## config.mk

```make
export PLATFORM = sky130hd
export DESIGN_NAME = seg7_reader
export DESIGN_NICKNAME = d
export VERILOG_FILES = /design/src/rtl/seg7_reader.sv
export SDC_FILE = /design/constraint.sdc
export NUM_CORES = 1
export LEC_CHECK = 0
export ABC_AREA = 1
export BUFFER_PORTS_ARGS = -buffer_cell sky130_fd_sc_hd__buf_2
export CORE_UTILIZATION = 41
export DETAILED_ROUTE_END_ITERATION = 16
export MAX_ROUTING_LAYER = met4
export SYNTH_ARGS = -nofsm -noshare
export SYNTH_HDL_FRONTEND = slang
export SYNTH_SLANG_ARGS = --single-unit
```

## constraint.sdc

```tcl
create_clock -name clk -period 2.25 [get_ports clk]
set_input_delay 0.45 -clock clk [delete_from_list [all_inputs] [get_ports clk]]
set_output_delay 0.45 -clock clk [all_outputs]
set_load 0.02 [all_outputs]
```

## src/rtl/seg7_reader.sv

```systemverilog
// seg7_reader: samples a 7-segment bus, debounces each pattern, decodes it
// to a hex symbol and queues symbols in a small FIFO for a ready/valid consumer.
module seg7_reader #(
  parameter int STABLE_CYCLES = 4
) (
  input  logic       clk,
  input  logic       rst,
  input  logic [6:0] seg_in,
  output logic       out_valid,
  input  logic       out_ready,
  output logic [3:0] out_digit,
  output logic       out_err,
  output logic       overflow,
  output logic [7:0] commit_count
);

  typedef struct packed {
    logic       err;
    logic [3:0] digit;
  } sym_t;

  localparam logic [7:0] CNT_MAX = 8'(STABLE_CYCLES - 1);
  localparam logic [6:0] BLANK   = 7'h00;

  logic [6:0] sample, cand, commit_pat, last_pat;
  logic [7:0] cnt;
  logic       commit_q;

  sym_t       mem [4];
  logic [1:0] wr_ptr, rd_ptr;
  logic [2:0] occ;

  sym_t dec;
  logic push, pop, full, accept;

  // Input sample stage plus stability tracking; commit is registered so the
  // committed pattern is held even if the candidate changes on the next edge.
  always_ff @(posedge clk) begin
    if (rst) begin
      sample     <= BLANK;
      cand       <= BLANK;
      cnt        <= '0;
      commit_q   <= 1'b0;
      commit_pat <= BLANK;
    end else begin
      sample   <= seg_in;
      commit_q <= 1'b0;
      if (sample != cand) begin
        cand <= sample;
        cnt  <= '0;
      end else if (cnt != CNT_MAX) begin
        cnt <= cnt + 8'd1;
        if (cnt == CNT_MAX - 8'd1) begin
          commit_q   <= 1'b1;
          commit_pat <= cand;
        end
      end
    end
  end

  // Hex decode of the committed pattern; anything unknown is flagged as err.
  always_comb begin
    dec = '{err: 1'b0, digit: 4'h0};
    case (commit_pat)
      7'h3F: dec.digit = 4'h0;
      7'h06: dec.digit = 4'h1;
      7'h5B: dec.digit = 4'h2;
      7'h4F: dec.digit = 4'h3;
      7'h66: dec.digit = 4'h4;
      7'h6D: dec.digit = 4'h5;
      7'h7D: dec.digit = 4'h6;
      7'h07: dec.digit = 4'h7;
      7'h7F: dec.digit = 4'h8;
      7'h6F: dec.digit = 4'h9;
      7'h77: dec.digit = 4'hA;
      7'h7C: dec.digit = 4'hB;
      7'h39: dec.digit = 4'hC;
      7'h5E: dec.digit = 4'hD;
      7'h79: dec.digit = 4'hE;
      7'h71: dec.digit = 4'hF;
      default: dec.err = 1'b1;
    endcase
  end

  // Blank and repeats of the previous commit never push.
  always_comb begin
    full   = (occ == 3'd4);
    pop    = (occ != 3'd0) && out_ready;
    push   = commit_q && (commit_pat != BLANK) && (commit_pat != last_pat);
    accept = push && (!full || pop);
  end

  // Last-committed tracking, FIFO pointers, overflow flag and commit counter.
  always_ff @(posedge clk) begin
    if (rst) begin
      last_pat     <= BLANK;
      wr_ptr       <= '0;
      rd_ptr       <= '0;
      occ          <= '0;
      overflow     <= 1'b0;
      commit_count <= '0;
      for (int i = 0; i < 4; i++) mem[i] <= '0;
    end else begin
      if (commit_q) last_pat <= commit_pat;
      if (accept) begin
        mem[wr_ptr]  <= dec;
        wr_ptr       <= wr_ptr + 2'd1;
        commit_count <= commit_count + 8'd1;
      end
      if (push && !accept) overflow <= 1'b1;
      if (pop) rd_ptr <= rd_ptr + 2'd1;
      case ({accept, pop})
        2'b10:   occ <= occ + 3'd1;
        2'b01:   occ <= occ - 3'd1;
        default: occ <= occ;
      endcase
    end
  end

  // Head presentation; zeros when empty.
  always_comb begin
    out_valid = (occ != 3'd0);
    out_digit = out_valid ? mem[rd_ptr].digit : 4'h0;
    out_err   = out_valid ? mem[rd_ptr].err   : 1'b0;
  end

endmodule

```

==> flow_metrics.tcl, run 1 <==
set metrics [dict create \
    crit_path_start_kind "flop" \
    p_switching_mw 0.902 \
    drc_errors 0 \
    yosysSeqAreaShare_pct 48.8 \
    cts_max_level 3 \
    worstHoldEndpoint "sample[6]" \
    synth_top_area_share_pct 31.6 \
    grt_pass1_vias 2674 \
    ys.flop_type "dfxtp_1" \
    r2r_cells 10 \
    diodes 0 \
    die_x_um 94.2 \
    r2r_slack_ns 0.22 \
    ant_nets 0 \
    p_leak_nw 1.74 \
    combinationalPowerShare_pct 16.1 \
    synth.avg_cell_area_um2 7.80 \
    numPortBuffers 24 \
    worst_slew_pin_slew_ns 0.450 \
    cts_tree "built" \
    area_delta_synth_final_pct 13.6 \
    drive_gt1_share_pct 13.0 \
    swShare_pct 28.8 \
    grt_pass1_wl_mm 11.7 \
    n_fill_cell 780 \
    regArea_um2 1700 \
    synth_area_leaders "dfxtp_1 32%, edfxtp_1 17%, nor2_1 9.4%" \
    min_path_cells 3 \
    vdd_drop_max_v 0.000355 \
    cts_resized 0 \
    cts_made_buffers 9 \
    synth_nets 461 \
    status "finished, final reports clean" \
    wirelength_mm 6.72 \
    yosysTopAreaCell "dfxtp_1" \
    finalClockSkew_ns 0.0103 \
    via_per_inst 4.76 \
    start_util_pct 42.5 \
    root_buffer "clkbuf_8" \
    dp_hpwl_mm 5.04 \
    path_buf_inv 2 \
    pre_cts_slack_ns 0.228 \
    slew_violations 0 \
    holdWs_ns 0.297 \
    dieArea_um2 8880 \
    synth_commonest_cells "87 x nor2_1, 68 x nand2_1, 57 x inv_1, 55 x dfxtp_1, 31 x a21oi_1" \
    placed_cell_area_um2 3750 \
    synth_cell_types 30 \
    synthAdderAreaFrac_pct 1.65 \
    nets 493 \
    fmax_ghz 0.492 \
    r2r-start "commit_pat[6]" \
    p_seq_share_pct 48.0 \
    min-delay-start "seg_in[6]" \
    critPathKind "flop to flop" \
    grt-ovfl-total 0 \
    yosys.area_share.simple_pct 28.3 \
    antenna_found_initial 0 \
    synth_edf_count 20 \
    wl_per_cell_um 11.4 \
    synth_compound_area_share_pct 8.11 \
    cp_slowest_cell "dfxtp_1" \
    synthArstFlopShare_pct 0 \
    fin_total_pwr_mw 3.13 \
    cts_hold_repair.buffers 0 \
    coreArea_um2 8220 \
    postLayoutCellArea_um2 3960 \
    yosysMostFrequentCell "nor2_1" \
    rsz0062_at_grt "no" \
    rows 33 \
    synth_area_um2 3490 \
    synth.area.mux_share_pct 0 \
    crit_chain "inv_1 > nand2_2 > nor2_1 > nor2_2 > nand3_4 > nor2_8 > inv_4 > nor2_8 > nand2_4 > nand2_1" \
    power_density_nw_per_um2 790 \
    cp_top_family "simple AND/OR/NAND/NOR gates" \
    hold_violations 0 \
    cts.clk_slew.worst_paths_ns 0.08 \
    multi_input_comb_area_um2 1510 \
    postCtsSetupRepairBufs 0 \
    grt_max_degree 21 \
    die_h_um 94.2 \
    p_int_mw 2.23 \
    first_iter_violations 142 \
    max_slew_margin_pct 69.7 \
    synth_seq_cells 75 \
    cp_slowest_stage_delay_ns 0.47 \
    period_share_pct 90.4 \
    cts.sinks 75 \
    vias 2801 \
    boundaryPins 25 \
    period_needed_ns 2.03 \
    worstPathRequired_ns 2.29 \
    setup_viol 0 \
    gp_congestion 0.895 \
    synth_top_family_by_area "simple AND/OR/NAND/NOR gates" \
    cp-end-kind "flop" \
    clk_latency_ns 0.35 \
    finalSetupTns_ns 0 \
    ys_warn_count 0 \
    r2r-end "mem[0][0]" \
    cp.arrival_ns 2.07 \
    crit_fanout 7 \
    path_common_cell "nor2_8" \
    synthCells 447 \
    clk_path_buf_depth 2 \
    gr-usage-all-layers_pct 17.4 \
    hp-class "input port to flop" \
    layout_setup_ws_ns 0.216 \
    p_clk_share_pct 35.9 \
    max_cap_viol_count 0 \
    synth_xor_area_share_pct 5.27 \
    drt_pass1_iterations 4 \
]
## layer usage
metal	wire length, um	vias to the layer above	GRT usage [%]
li1	-	1491	-
met1	3410	1251	22.0
met2	2960	40	26.3
met3	160	19	3.40
met4	199	0	8.97
met5	0	-	-
## sequential cells by signal (all words and copies together), names as in the netlist, 3 cells and up, named ones only
name	count
cand	7
mem	20
commit_pat	7
sample	7
commit_count	8
occ	3
last_pat	7
cnt	8
## power by group through the flow
stage	logic, mW	clock network, mW	registers (mW)
global route	0.571	1.21	1.51
detailed placement	0.509	0	1.53
global placement	0.503	0	1.53
CTS	0.511	1.15	1.50
floorplan	0.382	0	1.51
finish	0.503	1.12	1.50
## how the worst max path moves through the flow
stage / from / end / slack (ns) / cells past startpoint
floorplan: occ[2] / mem[0][0] / 0.43 / 10
global placement: commit_pat[6] / mem[2][2] / 0.28 / 10
CTS: flop / out_digit[0] / 0.18 / 4
finish: commit_pat[6] / mem[0][0] / 0.22 / 10
detailed placement: commit_pat[6] / mem[0][0] / 0.23 / 10
global route: commit_pat[6] / mem[0][1] / 0.02 / 10
## area by class of cell
cell class	count	area share [%]
sequential	75	43.0
multi-input combinational	301	38.2
inverter	62	5.94
timing repair buffer	30	4.17
tap	105	3.32
clock buffer	9	3.13
clock inverter	7	2.31
## cell usage in the layout (no fill, tap or decap), drive strengths merged, types with 6 or more instances in the layout
| cell type | n |
|---|---|
| a21oi | 31 |
| buf | 30 |
| clkbuf | 9 |
| dfxtp | 55 |
| edfxtp | 20 |
| inv | 63 |
| nand2 | 72 |
| nand3 | 31 |
| nand4 | 6 |
| nor2 | 91 |
| nor3 | 13 |
| o21ai | 24 |
| xnor2 | 7 |
| xor2 | 14 |
## cell families (layout without fill, tap and decap cells)
group           count (synthesis)  in the layout
fa+ha+maj                       4              4
simple gates                  220            220
compound gates                 56             56
buf+inv                        71            108
flops                          75             75
xor+xnor                       21             21
## through the flow
step / cells / utilization [%]
floorplan: 447 / -
global route: 589 / 48.2
global placement: 573 / 45.6
detailed placement: 573 / 45.6
CTS: 589 / 48.2
finish: 589 / 48.2
## worst min-delay path, stage by stage
cell	delay, ns
buf_2	0.07
inv_1	0.03
nor2_1	0.06
No activity file was read; power rests on OpenSTA's default activity.
==> run 2, diff against run 1 <==
--- a/config.mk
+++ b/config.mk
@@ -7,6 +7,7 @@
 export LEC_CHECK = 0
 export ABC_AREA = 1
 export BUFFER_PORTS_ARGS = -buffer_cell sky130_fd_sc_hd__buf_2
+export CORE_ASPECT_RATIO = 0.6
 export CORE_UTILIZATION = 41
 export DETAILED_ROUTE_END_ITERATION = 16
 export MAX_ROUTING_LAYER = met4
==> flow_metrics.tcl, run 2 (synthesis results as in run 1) <==
set metrics [dict create \
    drt_pass1_iterations 4 \
    cts_made_buffers 9 \
    hold_violations 0 \
    grt_max_degree 22 \
    boundaryPins 25 \
    max_cap_viol_count 0 \
    cts_hold_repair.buffers 0 \
    final_cell_mix "87 x nor2_1, 68 x nand2_1, 57 x inv_1" \
    die_h_um 73.5 \
    setup_viol 0 \
    power_density_nw_per_um2 843 \
    ant_nets 0 \
    layout_setup_ws_ns 0.199 \
    cp_slowest_stage_delay_ns 0.54 \
    area_delta_synth_final_pct 15.6 \
    cp.arrival_ns 1.60 \
    vdd_drop_max_v 0.000474 \
    regMostFlops "mem" \
    grt_pass1_wl_mm 12.4 \
    first_iter_violations 175 \
    pre_cts_slack_ns 0.166 \
    max_slew_margin_pct 73.2 \
    crit_chain "inv_1 > o21ai_0 > a21oi_1 > buf_2" \
    clk_path_buf_depth 2 \
    critPathKind "flop to primary output" \
    cts_max_level 3 \
    cts.sinks 75 \
    slew_violations 0 \
    cp_slowest_cell "dfxtp_1" \
    wirelength_mm 7.26 \
    finalSetupTns_ns 0 \
    nets 492 \
    numPortBuffers 24 \
    worstPathRequired_ns 1.80 \
    period_needed_ns 2.05 \
    period_share_pct 91.2 \
    wl_per_cell_um 12.3 \
    gp_congestion 0.849 \
    fin_total_pwr_mw 3.40 \
    dieArea_um2 8890 \
    final_common_cell "nor2_1" \
    start_util_pct 43.2 \
    vias 2798 \
    final_util_pct 50.0 \
    cts.clk_slew.worst_paths_ns 0.06 \
    largestRegisters "mem x20, cnt x8, commit_count x8" \
    dp_hpwl_mm 5.38 \
    crit_fanout 11 \
    crit_path_start_kind "flop" \
    antenna_found_initial 0 \
    grt_pass1_vias 2529 \
    largest_register_ffs 20 \
    worst_slew_pin_slew_ns 0.398 \
    root_buffer "clkbuf_16" \
    cp-end-kind "primary output" \
    status "finished, final reports clean" \
    postLayoutCellArea_um2 4030 \
    hp-class "input port to flop" \
    coreArea_um2 8070 \
    via_per_inst 4.74 \
    drc_errors 0 \
    rsz0062_at_grt "no" \
    diodes 0 \
    n_fill_cell 783 \
    placed_cell_area_um2 3740 \
    rows 25 \
    cts_tree "built" \
    fmax_ghz 0.488 \
    clk_latency_ns 0.34 \
    grt-ovfl-total 0 \
    die_x_um 121 \
    p_leak_nw 1.77 \
    drive_gt1_share_pct 12.9 \
    finalClockSkew_ns 0.00682 \
    gr-usage-all-layers_pct 19.3 \
]
## run 2: final timing paths
path	endpoint	slack, ns	cells after the start	from
setup / recovery	out_digit[3]	0.20	4	flop
hold / removal	sample[2]	0.31	3	seg_in[2]
setup reg to reg	mem[0][4]	0.23	12	commit_pat[5]
hold reg to reg	cand[6]	0.43	2	sample[6]
## run 2: area by class of cell
| class | instances | area [um^2] | area share, % |
|---|---|---|---|
| clock buffers | 11 | 258 | 6.39 |
| multi-input cells | 301 | 1510 | 37.5 |
| repair buffers | 29 | 158 | 3.91 |
| inverters | 62 | 235 | 5.83 |
| flip-flops and latches | 75 | 1700 | 42.2 |
| clock inverters | 4 | 31.3 | 0.776 |
| well taps | 108 | 135 | 3.35 |
## run 2: through the flow
stage          hold WS [ns]  std cells
2_1_floorplan         0.415        447
3_3_place_gp          0.424        575
3_5_place_dp          0.428        575
4_1_cts               0.297        590
5_1_grt               0.302        590
6_report              0.306        590
## run 2: routing by layer
| metal | GRT usage, % | vias up | wire length, um | share of wire [%] |
|---|---|---|---|---|
| met1 | 28.4 | 1251 | 4180 | 58 |
| met2 | 23.0 | 55 | 2540 | 35 |
| met4 | 6.17 | 0 | 84 | 1.2 |
| li1 | - | 1484 | - | - |
| met3 | 7.38 | 8 | 453 | 6.2 |
| met5 | - | - | 0 | 0 |
## run 2: worst max-delay path: cells and delay by family (launching register included)
kind / cells / cell delay (ns)
flip-flops: 1 / 0.54
AO/OA/AOI/OAI: 2 / 0.33
buffers and inverters: 2 / 0.40
## run 2: repair_timing
| item | 4_1_cts | 5_1_grt |
|---|---|---|
| setup buffers | 0 | 0 |
| setup endpoints to repair | 0 | 5 |
| gates resized for setup | 0 | 1 |
## run 2: where the power goes
part | internal, mW | leakage (nW) | total [mW] | switching (mW)
combinational | 0.162 | 0.979 | 0.502 | 0.340
clock | 0.827 | 0.142 | 1.39 | 0.561
sequential | 1.45 | 0.654 | 1.51 | 0.0603
